===== src/rtl/hsi_s_rx_ctrl_pkg.sv =====
// Shared constants for the slave-side HSI receiver: flag bytes, CRC16-CCITT parameters, FSM encoding.
package hsi_s_rx_ctrl_pkg;

    localparam logic [7:0] FLAG_STATUS_REQUEST        = 8'hA1;
    localparam logic [7:0] FLAG_CONTROL_COMMAND_WORD  = 8'hA2;
    localparam logic [7:0] FLAG_DATA_PACKET_REQUEST   = 8'hA3;

    localparam logic [15:0] CRC16_POLY = 16'h1021;
    localparam logic [15:0] CRC16_INIT = 16'hFFFF;

    localparam logic [2:0] ST_IDLE    = 3'd0;
    localparam logic [2:0] ST_PAYLOAD = 3'd1;
    localparam logic [2:0] ST_CRC_HI  = 3'd2;
    localparam logic [2:0] ST_CRC_LO  = 3'd3;
    localparam logic [2:0] ST_CHECK   = 3'd4;
    localparam logic [2:0] ST_DISCARD = 3'd5;

    // One byte through the CRC, MSB first.
    function automatic logic [15:0] crc16_byte(input logic [15:0] crc, input logic [7:0] d);
        logic [15:0] c;
        c = crc;
        for (int i = 7; i >= 0; i--) begin
            if (c[15] ^ d[i]) c = {c[14:0], 1'b0} ^ CRC16_POLY;
            else              c = {c[14:0], 1'b0};
        end
        return c;
    endfunction

endpackage


===== src/rtl/crc16_citt_calc.sv =====
// Byte-wide CRC16-CCITT accumulator; n_rst low (sampled on clk) returns it to the init value.
module crc16_citt_calc
    import hsi_s_rx_ctrl_pkg::*;
(
    input  logic        clk,
    input  logic        n_rst,
    input  logic        en,
    input  logic [7:0]  d,
    output logic [15:0] crc
);

    always_ff @(posedge clk) begin
        if (!n_rst)  crc <= CRC16_INIT;
        else if (en) crc <= crc16_byte(crc, d);
    end

endmodule


===== src/rtl/hsi_s_rx_ctrl.sv =====
// Slave HSI frame receiver: FLAG + payload + CRC16 parse and check, payload streaming.
// Optional error counter enabled by defining HSI_RX_ERR_CNT_EN.
module hsi_s_rx_ctrl
    import hsi_s_rx_ctrl_pkg::*;
#(
    parameter int GAP_TIMEOUT = 64,
    parameter int CCW_LEN     = 2,
    parameter int DPR_LEN     = 2
) (
    input  logic       clk,
    input  logic       n_rst,
    input  logic       clk_en,
    input  logic       tx_busy,
    input  logic [7:0] dec_d,
    input  logic       dec_d_rdy,
    input  logic       dec_err,
    output logic [7:0] rx_d,
    output logic       rx_d_rdy,
    output logic [7:0] rx_flag,
    output logic       rx_frame_end,
    output logic       rx_err,
    output logic       rx_busy,
    output logic [7:0] rx_err_cnt
);

    localparam int GAP_W = $clog2(GAP_TIMEOUT + 1);

    logic [2:0]       state;
    logic [GAP_W-1:0] gap_cnt;
    logic [7:0]       pay_left;
    logic [15:0]      crc_rx;
    logic [15:0]      crc_calc;
    logic [7:0]       flag_len;
    logic             flag_known;
    logic             flag_take;
    logic             gap_exp;
    logic             in_frame;
    logic             abort;
    logic             crc_en;
    logic             crc_clr;

    always_comb begin
        flag_known = 1'b1;
        flag_len   = 8'd0;
        case (dec_d)
            FLAG_STATUS_REQUEST:       flag_len = 8'd0;
            FLAG_CONTROL_COMMAND_WORD: flag_len = 8'(CCW_LEN);
            FLAG_DATA_PACKET_REQUEST:  flag_len = 8'(DPR_LEN);
            default:                   flag_known = 1'b0;
        endcase
    end

    // A coincident dec_err kills the byte, so it never starts a frame either.
    assign flag_take = (state == ST_IDLE) & dec_d_rdy & ~dec_err & ~tx_busy;
    assign gap_exp   = (gap_cnt == GAP_W'(GAP_TIMEOUT));
    assign in_frame  = (state == ST_PAYLOAD) | (state == ST_CRC_HI) | (state == ST_CRC_LO);
    assign abort     = in_frame & (dec_err | gap_exp);
    assign crc_en    = flag_take | ((state == ST_PAYLOAD) & dec_d_rdy & ~abort);
    // Hold the CRC at init whenever no frame is being accumulated, so the next FLAG starts clean.
    assign crc_clr   = ((state == ST_IDLE) & ~flag_take) | (state == ST_CHECK) | (state == ST_DISCARD);
    assign rx_busy   = (state != ST_IDLE);

    crc16_citt_calc u_crc (
        .clk   (clk),
        .n_rst (n_rst & ~crc_clr),
        .en    (crc_en),
        .d     (dec_d),
        .crc   (crc_calc)
    );

    always_ff @(posedge clk) begin
        if (!n_rst || !(in_frame || state == ST_DISCARD) || dec_d_rdy || dec_err || abort)
            gap_cnt <= '0;
        else if (clk_en && !gap_exp)
            gap_cnt <= gap_cnt + 1'b1;
    end

    always_ff @(posedge clk) begin
        if (!n_rst) begin
            state        <= ST_IDLE;
            pay_left     <= 8'd0;
            crc_rx       <= 16'd0;
            rx_d         <= 8'd0;
            rx_d_rdy     <= 1'b0;
            rx_flag      <= 8'd0;
            rx_frame_end <= 1'b0;
            rx_err       <= 1'b0;
        end else begin
            rx_d_rdy     <= 1'b0;
            rx_frame_end <= 1'b0;
            rx_err       <= 1'b0;
            case (state)
                ST_IDLE: begin
                    if (flag_take) begin
                        rx_flag  <= dec_d;
                        pay_left <= flag_len;
                        if (!flag_known) begin
                            rx_err <= 1'b1;
                            state  <= ST_DISCARD;
                        end else if (flag_len == 8'd0) begin
                            state <= ST_CRC_HI;
                        end else begin
                            state <= ST_PAYLOAD;
                        end
                    end
                end
                ST_PAYLOAD, ST_CRC_HI, ST_CRC_LO: begin
                    if (abort) begin
                        rx_err <= 1'b1;
                        state  <= ST_DISCARD;
                    end else if (dec_d_rdy) begin
                        if (state == ST_PAYLOAD) begin
                            rx_d     <= dec_d;
                            rx_d_rdy <= 1'b1;
                            pay_left <= pay_left - 8'd1;
                            if (pay_left == 8'd1) state <= ST_CRC_HI;
                        end else if (state == ST_CRC_HI) begin
                            crc_rx[15:8] <= dec_d;
                            state        <= ST_CRC_LO;
                        end else begin
                            crc_rx[7:0] <= dec_d;
                            state       <= ST_CHECK;
                        end
                    end
                end
                ST_CHECK: begin
                    if (crc_calc == crc_rx) rx_frame_end <= 1'b1;
                    else                    rx_err       <= 1'b1;
                    state <= ST_IDLE;
                end
                ST_DISCARD: begin
                    if (gap_exp) state <= ST_IDLE;
                end
                default: state <= ST_IDLE;
            endcase
        end
    end

`ifdef HSI_RX_ERR_CNT_EN
    always_ff @(posedge clk) begin
        if (!n_rst)                            rx_err_cnt <= 8'd0;
        else if (rx_err && rx_err_cnt != 8'hFF) rx_err_cnt <= rx_err_cnt + 8'd1;
    end
`else
    assign rx_err_cnt = 8'd0;
`endif

endmodule

===== config.mk =====
export PLATFORM = sky130hd
export DESIGN_NAME = hsi_s_rx_ctrl
export DESIGN_NICKNAME = d
export VERILOG_FILES = /design/src/rtl/hsi_s_rx_ctrl_pkg.sv /design/src/rtl/crc16_citt_calc.sv /design/src/rtl/hsi_s_rx_ctrl.sv
export SDC_FILE = /design/constraint.sdc
export NUM_CORES = 1
export LEC_CHECK = 0
export BUFFER_PORTS_ARGS = -buffer_cell sky130_fd_sc_hd__buf_4
export CORE_MARGIN = 4
export CORE_UTILIZATION = 45
export CTS_CLUSTER_DIAMETER = 30
export DETAILED_ROUTE_END_ITERATION = 6
export PLACE_DENSITY = 0.72
export SYNTH_ARGS = -nofsm -noshare
export SYNTH_HDL_FRONTEND = slang
export SYNTH_SLANG_ARGS = --single-unit

===== constraint.sdc =====
create_clock -name clk -period 2.7 [get_ports clk]
set_input_delay 0.675 -clock clk [delete_from_list [all_inputs] [get_ports clk]]
set_output_delay 0.675 -clock clk [all_outputs]
set_load 0.01 [all_outputs]

==> load_flow_metrics.sql, run 1 <==
INSERT INTO impl_metrics (metric_group, metric, value, unit) VALUES
('power', 'finalPower', '2920', 'uW'),
('synth', 'synthDominantCellAreaShare', '39.9', '%'),
('power', 'leakagePower', '0.00159', 'uW'),
('sta', 'timing.final.setup_violations', '0', ''),
('die', 'dieWidth', '95.8', 'um'),
('global_routing', 'first_global_vias', '2844', ''),
('clock_tree', 'clkTransAtPathRegs', '0.08', 'ns'),
('clock_tree', 'cts_tree', 'done', ''),
('clock_tree', 'post-cts-setup-buffers', '0', ''),
('setup_path', 'critPathSlowestCell', 'dfxtp_1', ''),
('synth', 'synth.top_cells.by_area', 'dfxtp_1 40%, xnor2_1 9.4%, mux2i_1 6.9%', ''),
('sta', 'timing.max_slew.rel_slack', '54.8', '%'),
('clock_tree', 'cts-hold-fix-buffers', '0', ''),
('flow_run', 'max-cap-violations', '0', ''),
('hold_path', 'min-delay-path-class', 'reg -> reg', ''),
('layout', 'fillers', '689', ''),
('layout', 'syn_to_final_growth', '15.3', '%'),
('synth', 'async_reset_ff_share', '0', '%'),
('drt', 'routed_wire_length_per_instance', '15.0', 'um'),
('synth', 'synthDominantAreaCellType', 'dfxtp_1', ''),
('setup_path', 'cpMostUsedCell', 'buf_4', ''),
('sta', 'grt_setup_unrepaired', 'false', ''),
('drt', 'drt_drc_violations_left', '0', ''),
('die', 'fp.coreArea', '7370', 'um^2'),
('synth', 'ys_seq_elements', '69', ''),
('clock_tree', 'clock_sink_count', '69', ''),
('setup_path', 'worst_path_cell_chain', 'buf_4 -> nor3_1 -> inv_1 -> buf_4', ''),
('sta', 'maxClockFrequency', '461', 'MHz'),
('global_routing', 'grt_max_degree', '35', ''),
('layout', 'diodes', '0', ''),
('drt', 'dr.pass1.iters', '4', ''),
('drt', 'wl', '7910', 'um'),
('die', 'floorplan.die_area', '9170', 'um^2'),
('setup_path', 'end_kind', 'primary output', ''),
('outcome', 'run_status', 'finished clean', ''),
('setup_path', 'cp_slowest_stage_delay', '0.32', 'ns'),
('sta', 'clock_skew', '0.00960', 'ns'),
('die', 'floorplan.initialDensity', '47.0', '%'),
('die', 'ioPinCount', '42', ''),
('synth', 'synth_sequential_area_ratio', '39.9', '%'),
('synth', 'number_of_flops_mapped_to_enable_cells_by_yosys', '0', ''),
('clock_tree', 'cts_buffers', '9', ''),
('sta', 'final.period_utilization', '80.3', '%'),
('global_routing', 'grt_pass1_wl', '13500', 'um'),
('drt', 'ant_nets', '0', ''),
('setup_path', 'critPathArrivalTime', '1.49', 'ns'),
('synth', 'yosys_warnings', '0', ''),
('setup_path', 'cp_data_required_time', '2.03', 'ns'),
('setup_path', 'path_max_fanout', '15', ''),
('layout', 'layout-drive-gt1-share', '15.4', '%'),
('sta', 'tightest_slew', '0.675', 'ns'),
('synth', 'synth.most_common_cell', 'dfxtp_1', ''),
('synth', 'synth_ff_type', 'dfxtp_1', ''),
('setup_path', 'worst_setup_path_start_kind', 'flip-flop', ''),
('clock_tree', 'worst_skew_pair.late_latency', '0.35', 'ns'),
('global_routing', 'grt-ovfl-total', '0', ''),
('power', 'max-vdd-ir-drop', '0.505', 'mV'),
('placed_design', 'gp_congestion', '0.848', ''),
('die', 'floorplan.die.height', '95.8', 'um'),
('synth', 'number_of_distinct_library_cells_after_synthesis', '52', ''),
('clock_tree', 'h_tree_levels', '3', ''),
('clock_tree', 'post_cts_resize_count', '0', ''),
('power', 'pwr_density_cell', '730', 'nW/um^2'),
('placed_design', 'port-buffer-count', '33', ''),
('sta', 'timing_hold_violations_final', '0', ''),
('drt', 'route.vias.total', '2852', ''),
('synth', 'postSynthCellCount', '390', ''),
('placed_design', 'detailed_place_hpwl', '5630', 'um'),
('global_routing', 'grtUsageTotal', '18.7', '%'),
('setup_path', 'timing_worst_setup_path_type', 'reg -> out', ''),
('clock_tree', 'clockBufferDepth', '2', ''),
('clock_tree', 'clock-root-buffer', 'clkbuf_8', ''),
('synth', 'syn_area', '3470', 'um^2'),
('sta', 'maxSlewViolCount', '0', ''),
('global_routing', 'grt_antenna_before_repair', '0', ''),
('synth', 'post_synth_most_frequent_cells', '69 x dfxtp_1, 41 x nor2_1, 37 x xnor2_1, 32 x nand2_1, 24 x mux2i_1', ''),
('drt', 'dr.first_iter.drc_count', '147', ''),
('sta', 'totalNegativeSetupSlack', '0', 'ns'),
('die', 'rows', '31', ''),
('drt', 'via_per_inst', '5.41', ''),
('sta', 'period_minus_slack', '2.17', 'ns'),
('layout', 'fin_nets', '442', ''),
('synth', 'synth_area_per_cell', '8.89', 'um^2');
==> flip-flops by register name, summed over array words and instances (netlist names) <==
signal,count
rx_frame_end,1
pay_left,8
u_crc.crc,16
state,3
rx_d,8
rx_err,1
gap_cnt,7
rx_d_rdy,1
crc_rx,16
rx_flag,8
==> kinds of logic after synthesis <==
family                     after synthesis  synth area share [%]
AOI/OAI and AO/OA                       76                  14.1
xor gates and xnor gates                46                  12.8
other                                    1                 0.108
buffers and inverters                   34                  4.91
muxes                                   24                  6.93
and+or+nand+nor                        136                  19.9
adders and majority gates                4                  1.44
DFF                                     69                  39.9
==> per-layer routing <==
layer | track usage (%) | vias up | part of all wire, %
li1 | - | 1433 | -
met1 | 24.6 | 1334 | 45
met2 | 29.9 | 69 | 48
met3 | 4.46 | 16 | 5.1
met4 | 6.99 | 0 | 2.1
met5 | 0 | - | 0
==> worst paths after layout <==
check | slack (ns) | cells after the start | endpoint | startpoint
max reg2reg | 0.62 | 5 | u_crc.crc[4]$_SDFFE_PN1P_ | gap_cnt[2]$_SDFFE_PP0P_
min reg2reg | 0.46 | 2 | rx_flag[3]$_SDFFE_PN0P_ | rx_flag[3]$_SDFFE_PN0P_
min | 0.46 | 2 | rx_flag[3]$_SDFFE_PN0P_ | rx_flag[3]$_SDFFE_PN0P_
max | 0.53 | 4 | rx_busy | state[2]$_SDFFE_PN0P_
==> layout by cell type (no fill, tap or decap), types with 4 or more instances in the layout <==
| cell type | instances |
|---|---|
| nor2_1 | 41 |
| clkbuf_8 | 10 |
| dfxtp_1 | 69 |
| conb_1 | 8 |
| buf_4 | 41 |
| o211ai_1 | 12 |
| nand2_1 | 32 |
| xor2_1 | 6 |
| ha_1 | 4 |
| mux2i_1 | 24 |
| o31ai_1 | 6 |
| inv_1 | 8 |
| a21oi_1 | 22 |
| nand3_1 | 17 |
| o21ai_0 | 19 |
| or4_1 | 6 |
| nand4_1 | 7 |
| xnor2_1 | 37 |
| nor3_1 | 6 |
==> critical path: cells and delay by family, from the launching register on <==
| family | cells | cell delay (ns) |
|---|---|---|
| buf+inv | 3 | 0.52 |
| simple gates | 1 | 0.31 |
| flops | 1 | 0.32 |
==> metrics by stage <==
stage | std cells | instance area [um^2] | setup WS, ns | utilization, % | hold slack (ns)
after global placement | 512 | 3800 | 0.314 | 51.5 | 0.446
after global routing | 527 | 4000 | 0.438 | 54.2 | 0.485
final | 527 | 4000 | 0.531 | 54.2 | 0.463
after detailed placement | 512 | 3800 | 0.270 | 51.5 | 0.451
after floorplan | 397 | 3490 | 0.522 | - | 0.452
after CTS | 527 | 4000 | 0.534 | 54.2 | 0.462
==> power breakdown <==
group | internal [uW] | total, uW | switching [uW]
registers | 1110 | 1210 | 102
clock network | 447 | 836 | 389
logic | 383 | 867 | 484
==> layout make-up <==
| cell class | count | area (um^2) | share of cell area (%) |
|---|---|---|---|
| tap | 99 | 124 | 3.10 |
| sequential | 69 | 1380 | 34.6 |
| clock inverter | 5 | 61.3 | 1.53 |
| timing repair buffer | 41 | 308 | 7.70 |
| inverter | 9 | 33.8 | 0.845 |
| clock buffer | 10 | 138 | 3.44 |
| multi-input combinational | 294 | 1950 | 48.8 |
No activity file was read; power rests on OpenSTA's default activity.
==> run 2, diff against run 1 <==
Clock period 2.7 ns to 2.2 ns, I/O delays scaled along.
==> run 2 against run 1 <==
Against the previous run: worst setup slack got worse by 0.37 ns; combinational power rose by 30%; clock skew is 0.0055 ns lower; first-iteration DRC count fell by 3.4%; final cell count rose by 2.5%; sequential power up 21%; critical path depth stayed put; largest power group unchanged.
==> load_flow_metrics.sql, run 2 (same netlist as run 1, synthesis figures left out) <==
INSERT INTO impl_metrics (metric_group, metric, value, unit) VALUES
('outcome', 'run_status', 'finished clean', ''),
('global_routing', 'first_global_vias', '2802', ''),
('clock_tree', 'clock_sink_count', '69', ''),
('layout', 'fin_nets', '454', ''),
('setup_path', 'path_max_fanout', '15', ''),
('global_routing', 'grtUsageTotal', '18.6', '%'),
('clock_tree', 'clockBufferDepth', '2', ''),
('sta', 'maxSlewViolCount', '0', ''),
('drt', 'dr.pass1.iters', '4', ''),
('setup_path', 'end_kind', 'primary output', ''),
('drt', 'drt_drc_violations_left', '0', ''),
('setup_path', 'cp_slowest_stage_delay', '0.31', 'ns'),
('setup_path', 'timing_worst_setup_path_type', 'reg -> out', ''),
('setup_path', 'cp_data_required_time', '1.65', 'ns'),
('die', 'dieWidth', '95.8', 'um'),
('sta', 'grt_setup_unrepaired', 'false', ''),
('placed_design', 'detailed_place_hpwl', '5700', 'um'),
('setup_path', 'critPathArrivalTime', '1.49', 'ns'),
('layout', 'seqCellArea', '1380', 'um^2'),
('sta', 'timing.final.setup_violations', '0', ''),
('clock_tree', 'clkTransAtPathRegs', '0.08', 'ns'),
('sta', 'clock_skew', '0.00405', 'ns'),
('setup_path', 'timing.critical_path.buf_inv', '3', ''),
('layout', 'fin_cells', '540', ''),
('drt', 'dr.first_iter.drc_count', '142', ''),
('global_routing', 'grt_max_degree', '34', ''),
('setup_path', 'cpMostUsedCell', 'buf_4', ''),
('drt', 'via_per_inst', '5.47', ''),
('clock_tree', 'cts_buffers', '9', ''),
('die', 'floorplan.die_area', '9170', 'um^2'),
('layout', 'diodes', '0', ''),
('layout', 'layout.core_utilization', '56.3', '%'),
('flow_run', 'max-cap-violations', '0', ''),
('power', 'leakagePower', '0.00168', 'uW'),
('layout', 'final_common_cell', 'dfxtp_1', ''),
('sta', 'timing.max_slew.rel_slack', '54.5', '%'),
('layout', 'reg_top3', 'crc_rx: 16 flops, u_crc.crc: 16 flops', ''),
('layout', 'most-common-layout-cells', '69 x dfxtp_1, 51 x buf_4, 41 x nor2_1', ''),
('clock_tree', 'cts-hold-fix-buffers', '0', ''),
('hold_path', 'holdPathStages', '2', ''),
('global_routing', 'grt_pass1_wl', '13500', 'um'),
('layout', 'fillers', '665', ''),
('die', 'fp.coreArea', '7370', 'um^2'),
('die', 'floorplan.die.height', '95.8', 'um'),
('drt', 'routed_wire_length_per_instance', '14.5', 'um'),
('global_routing', 'grt-ovfl-total', '0', ''),
('drt', 'ant_nets', '0', ''),
('setup_path', 'critPathSlowestCell', 'dfxtp_1', ''),
('clock_tree', 'worst_skew_pair.late_latency', '0.35', 'ns'),
('setup_path', 'worstSetupPathDepth', '4', ''),
('sta', 'period_minus_slack', '2.04', 'ns'),
('clock_tree', 'post_cts_resize_count', '0', ''),
('setup_path', 'reg2reg_depth', '4', ''),
('sta', 'setup_slack', '0.163', 'ns'),
('setup_path', 'worst_path_cell_chain', 'buf_4 -> nor3_1 -> inv_1 -> buf_4', ''),
('global_routing', 'grt_antenna_before_repair', '0', ''),
('clock_tree', 'h_tree_levels', '3', ''),
('sta', 'final.period_utilization', '92.6', '%'),
('sta', 'tightest_slew', '0.680', 'ns'),
('die', 'rows', '31', ''),
('drt', 'wl', '7820', 'um'),
('placed_design', 'placedCellCount', '524', ''),
('sta', 'timing_hold_violations_final', '0', ''),
('layout', 'syn_to_final_growth', '19.8', '%'),
('power', 'max-vdd-ir-drop', '0.536', 'mV'),
('placed_design', 'gp_congestion', '0.866', ''),
('layout', 'footprint_of_the_multi_input_gates', '1950', 'um^2'),
('setup_path', 'worst_setup_path_start_kind', 'flip-flop', ''),
('placed_design', 'placement.setup.worst_slack', '0.0392', 'ns'),
('placed_design', 'port-buffer-count', '33', ''),
('power', 'finalPower', '3840', 'uW'),
('layout', 'layout-drive-gt1-share', '17.7', '%'),
('clock_tree', 'clock-root-buffer', 'clkbuf_8', ''),
('power', 'pwr_density_cell', '925', 'nW/um^2'),
('die', 'floorplan.initialDensity', '47.0', '%'),
('clock_tree', 'cts_tree', 'done', ''),
('hold_path', 'min-delay-path-class', 'reg -> reg', ''),
('die', 'ioPinCount', '42', ''),
('drt', 'route.vias.total', '2955', ''),
('setup_path', 'family_of_cells_with_the_greatest_summed_delay_on_the_critical_path', 'buffers and inverters', ''),
('sta', 'maxClockFrequency', '491', 'MHz'),
('clock_tree', 'post-cts-setup-buffers', '0', ''),
('sta', 'totalNegativeSetupSlack', '0', 'ns');
-- run 2: cell count changes in the layout (fill, tap and decap cells not counted) --
cell and change:
clkbuf_8 -1, bufinv_16 +2, buf_12 +2, clkinv_2 +1, buf_4 +10, clkinvlp_4 -2
clkbuf_1 +1
-- run 2: path summary, 6_finish.rpt --
check / endpoint / from / slack (ns)
max: rx_busy / state[2]$_SDFFE_PN0P_ / 0.16
min: rx_flag[2]$_SDFFE_PN0P_ / rx_flag[2]$_SDFFE_PN0P_ / 0.46
max reg2reg: crc_rx[11]$_SDFFE_PN0P_ / gap_cnt[2]$_SDFFE_PP0P_ / 0.20
min reg2reg: rx_flag[2]$_SDFFE_PN0P_ / rx_flag[2]$_SDFFE_PN0P_ / 0.46
-- run 2: tightest hold or removal path, cell delays in order (launching register included) --
cell,delay [ns]
dfxtp_1,0.31
nand2_1,0.05
a21oi_1,0.05
-- run 2: power breakdown --
part | switching (uW) | total, uW | internal, uW
Clock | 489 | 1240 | 753
Combinational | 619 | 1130 | 510
Sequential | 107 | 1470 | 1360
-- run 2: final cells by class --
cell class	instances	area share (%)
Multi-Input combinational cell	294	47.0
Sequential cell	69	33.3
Timing Repair Buffer	53	10.2
Clock buffer	10	3.07
Tap cell	99	2.98
Clock inverter	6	2.68
Inverter	9	0.814
-- run 2: metal layers --
metal | share of wire, % | vias to the layer above | track usage [%] | wire length, um
met5 | 0 | - | 0 | 0
met4 | 1.8 | 0 | 6.04 | 138
met3 | 5.5 | 17 | 4.53 | 429
met2 | 48 | 82 | 28.9 | 3750
met1 | 45 | 1398 | 25.4 | 3500
li1 | - | 1458 | - | -
-- run 2: metrics by stage --
| step | hold slack, ns | instance area, um^2 |
|---|---|---|
| 5_1_grt | 0.476 | 4150 |
| 2_1_floorplan | 0.452 | 3490 |
| 3_5_place_dp | 0.448 | 3910 |
| 4_1_cts | 0.459 | 4150 |
| 6_report | 0.456 | 4150 |
| 3_3_place_gp | 0.446 | 3910 |
==> run 3, diff against run 2 <==
Settings changed: SYNTH_HIERARCHICAL set to 1.
==> run 3 against run 2 <==
Against the previous run: first-iteration DRC count decreased by 32%; area after synthesis increased by 3.3%; highest routed layer unchanged; count of clock-buffer cells in the layout increased by 1; global-route usage decreased by 1.5 points; final cell count decreased by 3.9%; synthesized cell count decreased by 4.4%; worst setup slack improved by 0.00096 ns.
==> load_flow_metrics.sql, run 3 <==
INSERT INTO impl_metrics (metric_group, metric, value, unit) VALUES
('global_routing', 'grt_antenna_before_repair', '0', ''),
('setup_path', 'path_max_fanout', '10', ''),
('synth', 'synth_area_per_cell', '9.60', 'um^2'),
('sta', 'totalNegativeSetupSlack', '0', 'ns'),
('synth', 'syn_area', '3580', 'um^2'),
('synth', 'synth.most_common_cell', 'dfxtp_1', ''),
('die', 'floorplan.die.height', '97.2', 'um'),
('setup_path', 'timing.rr.start', 'gap_cnt[0]$_SDFFE_PP0P_', ''),
('flow_run', 'max-cap-violations', '0', ''),
('drt', 'routed_wire_length_per_instance', '14.7', 'um'),
('layout', 'diodes', '0', ''),
('drt', 'dr.first_iter.drc_count', '96', ''),
('synth', 'number_of_flops_mapped_to_enable_cells_by_yosys', '0', ''),
('sta', 'tightest_slew', '0.601', 'ns'),
('layout', 'syn_to_final_growth', '16.9', '%'),
('die', 'fp.coreArea', '7730', 'um^2'),
('sta', 'maxSlewViolCount', '0', ''),
('die', 'ioPinCount', '42', ''),
('hold_path', 'min-delay-path-class', 'reg -> reg', ''),
('outcome', 'run_status', 'finished clean', ''),
('synth', 'post_synth_most_frequent_cells', '69 x dfxtp_1, 44 x nand2_1, 42 x nor2_1, 29 x xor2_1, 25 x mux2i_1', ''),
('sta', 'final.period_utilization', '92.6', '%'),
('power', 'share_clk_of_total_power', '29.8', '%'),
('drt', 'drt_drc_violations_left', '0', ''),
('die', 'floorplan.die_area', '9450', 'um^2'),
('power', 'max-vdd-ir-drop', '0.399', 'mV'),
('global_routing', 'grt-ovfl-total', '0', ''),
('clock_tree', 'h_tree_levels', '3', ''),
('drt', 'wl', '7630', 'um'),
('clock_tree', 'worst_skew_pair.late_latency', '0.35', 'ns'),
('hold_path', 'holdPathStages', '2', ''),
('synth', 'synth_ff_type', 'dfxtp_1', ''),
('layout', 'reg_top3', 'crc_rx: 16 flops, u_crc/crc: 16 flops', ''),
('layout', 'fin_cells', '519', ''),
('clock_tree', 'cts_tree', 'done', ''),
('placed_design', 'gp_congestion', '0.893', ''),
('sta', 'grt_setup_unrepaired', 'false', ''),
('power', 'leakagePower', '0.00175', 'uW'),
('synth', 'synth_sequential_area_ratio', '38.6', '%'),
('setup_path', 'regToRegEndpoint', 'crc_rx[14]$_SDFFE_PN0P_', ''),
('sta', 'hold-worst-slack', '0.471', 'ns'),
('layout', 'most-common-layout-cells', '69 x dfxtp_1, 44 x nand2_1, 42 x nor2_1', ''),
('drt', 'via_per_inst', '5.16', ''),
('synth', 'yosys_warnings', '6', ''),
('power', 'swShare', '33.1', '%'),
('drt', 'route.vias.total', '2677', ''),
('hold_path', 'worst_hold_path.endpoint', 'crc_rx[6]$_SDFFE_PN0P_', ''),
('setup_path', 'cp_data_required_time', '1.65', 'ns'),
('clock_tree', 'cts-hold-fix-buffers', '0', ''),
('global_routing', 'grt_pass1_wl', '13100', 'um'),
('setup_path', 'worstSetupStartpoint', 'state[1]$_SDFFE_PN0P_', ''),
('synth', 'number_of_distinct_library_cells_after_synthesis', '59', ''),
('clock_tree', 'clkTransAtPathRegs', '0.07', 'ns'),
('layout', 'layout-drive-gt1-share', '20.4', '%'),
('placed_design', 'placedCellCount', '503', ''),
('power', 'cell_internal_pwr', '2550', 'uW'),
('placed_design', 'port-buffer-count', '33', ''),
('sta', 'clock_skew', '0.0116', 'ns'),
('setup_path', 'end_kind', 'primary output', ''),
('sta', 'maxClockFrequency', '491', 'MHz'),
('clock_tree', 'clock-root-buffer', 'clkbuf_8', ''),
('power', 'netSwitchingPower', '1260', 'uW'),
('sta', 'period_minus_slack', '2.04', 'ns'),
('global_routing', 'grtUsageTotal', '17.1', '%'),
('global_routing', 'grt_max_degree', '39', ''),
('die', 'dieWidth', '97.2', 'um'),
('clock_tree', 'cts_buffers', '9', ''),
('die', 'rows', '32', ''),
('power', 'relative_contribution_of_sequential_cells_to_total_power', '38.9', '%'),
('sta', 'setup_slack', '0.164', 'ns'),
('hold_path', 'hp-start', 'crc_rx[6]$_SDFFE_PN0P_', ''),
('synth', 'synthDominantAreaCellType', 'dfxtp_1', ''),
('synth', 'postSynthCellCount', '373', ''),
('synth', 'ys_seq_elements', '69', ''),
('global_routing', 'first_global_vias', '2695', ''),
('drt', 'dr.pass1.iters', '5', ''),
('layout', 'final_common_cell', 'dfxtp_1', ''),
('clock_tree', 'clock_sink_count', '69', ''),
('synth', 'async_reset_ff_share', '0', '%'),
('setup_path', 'timing_worst_setup_path_type', 'reg -> out', ''),
('synth', 'synth.top_cells.by_area', 'dfxtp_1 39%, xor2_1 7.1%, mux2i_1 7.0%', ''),
('clock_tree', 'clockBufferDepth', '2', ''),
('drt', 'ant_nets', '0', ''),
('sta', 'timing.final.setup_violations', '0', ''),
('setup_path', 'reg2reg_depth', '7', ''),
('setup_path', 'worst_setup_path_start_kind', 'flip-flop', ''),
('setup_path', 'critPathArrivalTime', '1.49', 'ns'),
('sta', 'timing_hold_violations_final', '0', ''),
('layout', 'fin_nets', '430', ''),
('placed_design', 'placement.setup.worst_slack', '0.147', 'ns'),
('sta', 'timing.max_slew.rel_slack', '59.4', '%'),
('layout', 'layout.core_utilization', '54.2', '%'),
('power', 'pwr_density_cell', '911', 'nW/um^2'),
('power', 'comb_power_share', '31.3', '%'),
('die', 'floorplan.initialDensity', '46.3', '%'),
('placed_design', 'detailed_place_hpwl', '5490', 'um'),
('synth', 'synthDominantCellAreaShare', '38.6', '%'),
('setup_path', 'worst-r2r-setup-slack', '0.21', 'ns');
## run 3: cell count changes after synthesis, sizes merged, moves of 6 or more
cell,change
nor3,-6
xnor2,-23
nand2,+14
xor2,+24
o21ai,-7
a21oi,-16
## run 3: metrics by stage
stage                     area [um^2]  power [uW]
after CTS                        4180        3820
after global placement           3960        2660
final                            4190        3810
after global routing             4190        4040
after detailed placement         3960        2690
after floorplan                  3610        2350
## run 3: area by class of cell
| class | instances | area, um^2 |
|---|---|---|
| Fill cell | 685 | 3540 |
| Multi-Input combinational cell | 280 | 2060 |
| Tap cell | 102 | 128 |
| Inverter | 8 | 30.0 |
| Clock inverter | 5 | 85.1 |
| Clock buffer | 11 | 131 |
| Sequential cell | 69 | 1380 |
| Timing Repair Buffer | 44 | 368 |
## run 3: power groups by stage
| stage | registers [uW] | logic (uW) | clock network [uW] |
|---|---|---|---|
| floorplan | 1470 | 882 | 0 |
| global placement | 1510 | 1150 | 0 |
| detailed placement | 1510 | 1180 | 0 |
| CTS | 1480 | 1180 | 1150 |
| global route | 1500 | 1320 | 1210 |
| finish | 1480 | 1190 | 1130 |
## run 3: worst max-delay path by stage
stage	to	slack [ns]	cells past startpoint
after floorplan	u_crc/crc[0]$_SDFFE_PN1P_	0.20	10
after global placement	pay_left[1]$_SDFFE_PN0P_	0.19	6
after detailed placement	pay_left[1]$_SDFFE_PN0P_	0.15	6
after CTS	rx_busy	0.15	4
after global routing	u_crc/crc[8]$_SDFFE_PN1P_	0.004	10
final	rx_busy	0.16	4
## run 3: cells by family (layout without fill, tap and decap cells)
kind of cell | after synthesis | count (layout) | synth area share (%)
xor+xnor | 53 | 53 | 17.3
buf+inv | 31 | 68 | 4.75
flops | 69 | 69 | 38.6
simple gates | 141 | 141 | 19.9
fa+ha+maj | 4 | 4 | 1.40
compound gates | 49 | 49 | 10.9
mux | 25 | 25 | 6.99
other cells | 1 | 8 | 0.105
## run 3: worst max-delay path, cell delays in order, from the launching register on
cell     delay [ns]
dfxtp_1        0.43
or2_1          0.31
nor2_2         0.20
inv_1          0.07
buf_4          0.14
## run 3: repair_timing
item,CTS,global route
endpoints found under the hold margin,0,0
setup buffers,0,0
gates resized for setup,0,2
endpoints found under the setup margin,0,2
## run 3: metal layers
| metal | GRT usage [%] | share of wire, % |
|---|---|---|
| met1 | 21.8 | 46 |
| met4 | 5.18 | 1.7 |
| met3 | 4.59 | 5.4 |
| met2 | 28.2 | 47 |
| met5 | 0 | 0 |
